File: src/rtl/button_conditioner.sv
// Multi-channel input conditioner: per-channel flop synchronizer followed by a
// debounce filter producing a stable level plus registered rise/fall strobes.

module button_conditioner_lane #(
    parameter int STAGES          = 2,
    parameter int DEBOUNCE_CYCLES = 16
) (
    input  logic clk,
    input  logic rst,
    input  logic i_din,
    output logic o_sync,
    output logic o_level,
    output logic o_rise,
    output logic o_fall
);
    localparam int CW = (DEBOUNCE_CYCLES > 1) ? $clog2(DEBOUNCE_CYCLES) : 1;
    localparam logic [CW-1:0] LAST = CW'(DEBOUNCE_CYCLES - 1);

    logic [STAGES-1:0] r_chain;
    logic [CW-1:0]     r_cnt;
    logic              r_level;
    logic              r_rise;
    logic              r_fall;

    logic w_sync;
    logic w_diff;
    logic w_done;

    assign w_sync = r_chain[STAGES-1];
    assign w_diff = w_sync ^ r_level;
    // Accept the new value once it has disagreed for DEBOUNCE_CYCLES samples.
    assign w_done = w_diff && (r_cnt == LAST);

    always_ff @(posedge clk) begin
        if (rst) begin
            r_chain <= '0;
            r_cnt   <= '0;
            r_level <= 1'b0;
            r_rise  <= 1'b0;
            r_fall  <= 1'b0;
        end else begin
            r_chain <= {r_chain[STAGES-2:0], i_din};
            r_rise  <= w_done & w_sync;
            r_fall  <= w_done & ~w_sync;
            if (!w_diff || w_done)
                r_cnt <= '0;
            else
                r_cnt <= r_cnt + 1'b1;
            if (w_done)
                r_level <= w_sync;
        end
    end

    assign o_sync  = w_sync;
    assign o_level = r_level;
    assign o_rise  = r_rise;
    assign o_fall  = r_fall;
endmodule

module button_conditioner #(
    parameter int WIDTH           = 4,
    parameter int STAGES          = 2,
    parameter int DEBOUNCE_CYCLES = 16
) (
    input  logic             clk,
    input  logic             rst,
    input  logic [WIDTH-1:0] din,
    output logic [WIDTH-1:0] sync,
    output logic [WIDTH-1:0] level,
    output logic [WIDTH-1:0] rise,
    output logic [WIDTH-1:0] fall
);
    // Channels share nothing but clock and reset.
    button_conditioner_lane #(
        .STAGES         (STAGES),
        .DEBOUNCE_CYCLES(DEBOUNCE_CYCLES)
    ) u_lane [WIDTH-1:0] (
        .clk    (clk),
        .rst    (rst),
        .i_din  (din),
        .o_sync (sync),
        .o_level(level),
        .o_rise (rise),
        .o_fall (fall)
    );
endmodule

File: config.mk
export PLATFORM = sky130hd
export DESIGN_NAME = button_conditioner
export DESIGN_NICKNAME = d
export VERILOG_FILES = /design/src/rtl/button_conditioner.sv
export SDC_FILE = /design/constraint.sdc
export NUM_CORES = 1
export LEC_CHECK = 0
export CAP_MARGIN = 5
export CORE_ASPECT_RATIO = 1.75
export CORE_MARGIN = 2
export CORE_UTILIZATION = 50
export CTS_CLUSTER_SIZE = 8
export DETAILED_ROUTE_END_ITERATION = 6
export PLACE_DENSITY = 0.79
export SLEW_MARGIN = 0
export SYNTH_ARGS = -nofsm -noshare
export SYNTH_HDL_FRONTEND = slang
export SYNTH_HIERARCHICAL = 1
export SYNTH_SLANG_ARGS = --single-unit
File: constraint.sdc
create_clock -name clk -period 2.06 [get_ports clk]
set_clock_uncertainty 0.15 [all_clocks]
set_input_delay 0.206 -clock clk [delete_from_list [all_inputs] [get_ports clk]]
set_output_delay 0.206 -clock clk [all_outputs]
set_load 0.01 [all_outputs]
==> impl_results.md <==
* Status: finished, final reports clean
* Total power at 0.00121 W
* Synthesized cell area at 1210 sq um
* Multiplexer share of the synthesized area at 0.0332
* Commonest cells post-synth: dfxtp_1 (36), nor2_1 (16)
* CTS Buf Count at 5
* First-pass GRT wire length at 3.36 mm
* # port buffers at 21
* Launching point of the worst reg2reg path: u_lane[1]/r_cnt[0]
* Distinct cells, synth at 12
* RSZ-0062 raised after global routing: no
* I/O pins at 22
* Critical path peak fanout at 5
* Placeable Area at 2300 sq um
* Clk slew on worst S/H paths at 70 ps
* Hpwl dp at 1.46 mm
* R2r setup slk at 590 ps
* Total clock sinks at 36
* Hold Crit Class: register to register
* Slowest stage cell, crit path: clkdlybuf4s50_1
* Fin worst setup slack at 403 ps
* Area Overhead vs Synth at 28.1%
* CTS root buf: clkbuf_8
* FMAX at 0.604 GHz
* Largest net degree at the start of global routing at 29
* CP startpoint kind: register
* Flop pwr share at 0.591
* # hold bufs at CTS at 0
* Sw power at 0.000245 W
* Die width at 41.1 microns
* WP data required at 1700 ps
* Fin nets at 147
* H-tree depth at 2
* Power Density at 781 nW/um^2
* Worst skew pair latency at 280 ps
* WL per Instance at 12.5 microns
* Hold depth at 1
* Leak Pwr at 0.586 nW
* Antenna-violating nets left at 0
* # setup viols final at 0
* Final global-route overflow total at 0
* Worst slew pin tran at 387 ps
* Synth Instances at 108
* Max incr delay on CP at 600 ps
* Critical path type: register to primary output
* Post-Route Utilization at 0.671
* Final Hold Vio Count at 0
* Pint at 0.000961 W
* Ys flop type: dfxtp_1
* RePlAce Congestion at 0.673
* Post-synth EDFFs at 0
* Compound-Gate Fraction of Synth Area at 0
* Die area at 2840 sq um
* Total track usage at 0.183
* Initial DRC count at 6
* Via count at 822
* Setup Slack @ Placement at 477 ps
* Starting Density at 0.524
* R2r endpoint: u_lane[1]/r_cnt[3]
* Final worst-path cycle share at 0.804
* Leading area contributor after synthesis: dfxtp_1
* Hold_sp: u_lane[3]/r_chain[0]
* Top cells by area, synth: dfxtp_1 (60%), nor4b_1 (5.8%), xnor2_1 (5.8%)
* Max Root-Sink Buffers at 2
* Synthesized flop and latch total at 36
* DR vias/cell at 5.07
* Avg Cell Area, Syn at 11.2 sq um
* Synth warnings at 6
* Share of the synthesized area in the top cell type at 0.598
* CP arrival at 1300 ps
* Placed cells at 155
* Post-Syn Nets at 118
* Worst slew margin at 0.738
* Post-Route WL at 2.03 mm
* Post-synthesis xor/xnor area fraction at 0.0871
* CTS tree: yes
* Post-synth ARST share at 0
* Setup TNS at 0 ps
* Sequential fraction of the synthesis area at 0.598
* DR pass1 iterations at 4
* Number of global-route vias before repair at 812
* Critical path, cell by cell: clkdlybuf4s50_1
* Rows at 23
* Share of layout cells above drive strength 1 at 0.0511
* Gates resized, CTS repair at 0
* Die Span Y at 69.0 microns
* Synth Area in Simple Gates at 0.228
* Post-CTS Setup Inserts at 0
* Worst vdd ir at 0.692 mV
* Min cycle time layout at 1660 ps
* Sw Share at 0.203
* Pins Over Slew Limit at 0
* Initial antenna violation count at 0
* Post-route DRC at 0
* Max-cap viol count at 0
* CP delay by family, top: buffers and inverters
* Worst Hold Path EP: u_lane[3]/r_chain[1]
* Final non-filler cell total at 162
* Adder-cell share of the synthesized area at 0.0415
* Clk pwr share at 0.373
* Combinational family with the most area after synthesis: simple AND/OR/NAND/NOR gates
* Fill count at 185
* Combinational fraction of design power at 0.036
* CP bufs+invs at 1
* Reg2Reg Depth at 4
* Top-count cell post-synth: dfxtp_1
* Setup crit end kind: primary output
* Inserted Diodes at 0
## per-layer routing
layer / track usage / vias up / routed length (microns)
li1: - / 419 / -
met1: 0.198 / 375 / 864
met2: 0.287 / 24 / 1030
met3: 0.0897 / 4 / 110
met4: 0.0847 / 0 / 25
met5: 0 / - / 0
## logic make-up after synthesis
kind of cell | Yosys count
fa+ha+maj | 4
buf+inv | 4
mux | 4
flops | 36
xor+xnor | 12
simple gates | 48
## stage by stage
step | hold WS (ps) | cell area, sq um
after floorplan | 128 | 1210
after global placement | 268 | 1470
after detailed placement | 272 | 1470
after CTS | 288 | 1550
after global routing | 298 | 1550
final | 287 | 1550
## worst register-to-register path, cell delays in order (launching register included)
cell and delay, ps:
dfxtp_1 330, ha_1 230, nand3_1 190, or3b_1 410, nor2_1 110
## area by class of cell
type / count / area [sq um] / share of cell area
clock buffer: 6 / 72.6 / 0.0470
clock inverter: 1 / 5.00 / 0.00324
inverter: 4 / 15.0 / 0.00972
multi-input combinational: 68 / 470 / 0.304
sequential: 36 / 721 / 0.466
tap: 25 / 31.3 / 0.0202
timing repair buffer: 22 / 230 / 0.149
## layout by cell type, fill, tap and decap left out, types with 4 or more instances in the layout
| master | synthesis | final |
|---|---|---|
| dfxtp_1 | 36 | 36 |
| xnor2_1 | 8 | 8 |
| nor2_1 | 16 | 16 |
| clkdlybuf4s50_1 | 0 | 21 |
| clkbuf_8 | 0 | 5 |
| xor2_1 | 4 | 4 |
| nand3_1 | 8 | 8 |
| nor2b_1 | 8 | 8 |
| nor4b_1 | 8 | 8 |
| or3b_1 | 4 | 4 |
| inv_1 | 4 | 4 |
| mux2i_1 | 4 | 4 |
| nor3_1 | 4 | 4 |
| ha_1 | 4 | 4 |
## sequential cells by signal, indices dropped and copies added (netlist names)
register and cells:
u_lane/r_cnt 16, u_lane/r_chain 8, u_lane/o_fall 4, u_lane/o_level 4
u_lane/o_rise 4
## power by group through the flow
stage	Sequential [W]	Combinational (W)	Clock [W]
global route	0.000713	0.0000481	0.000493
detailed placement	0.000728	0.0000439	0
finish	0.000713	0.0000435	0.000450
global placement	0.000728	0.0000424	0
floorplan	0.000728	0.0000135	0
CTS	0.000712	0.0000441	0.000467
## worst max path at each step
stage | to | slack, ps | startpoint | cells after the start
2_1_floorplan | u_lane[0]/r_cnt[3] | 710 | u_lane[0]/r_cnt[0] | 4
3_3_place_gp | u_lane[3]/r_cnt[0] | 510 | rst | 4
3_5_place_dp | u_lane[3]/r_cnt[1] | 480 | rst | 4
4_1_cts | level[2] | 390 | u_lane[2]/o_level | 1
5_1_grt | sync[3] | 360 | u_lane[3]/r_chain[1] | 1
6_report | level[2] | 400 | u_lane[2]/o_level | 1
No activity file was read; power rests on OpenSTA's default activity.
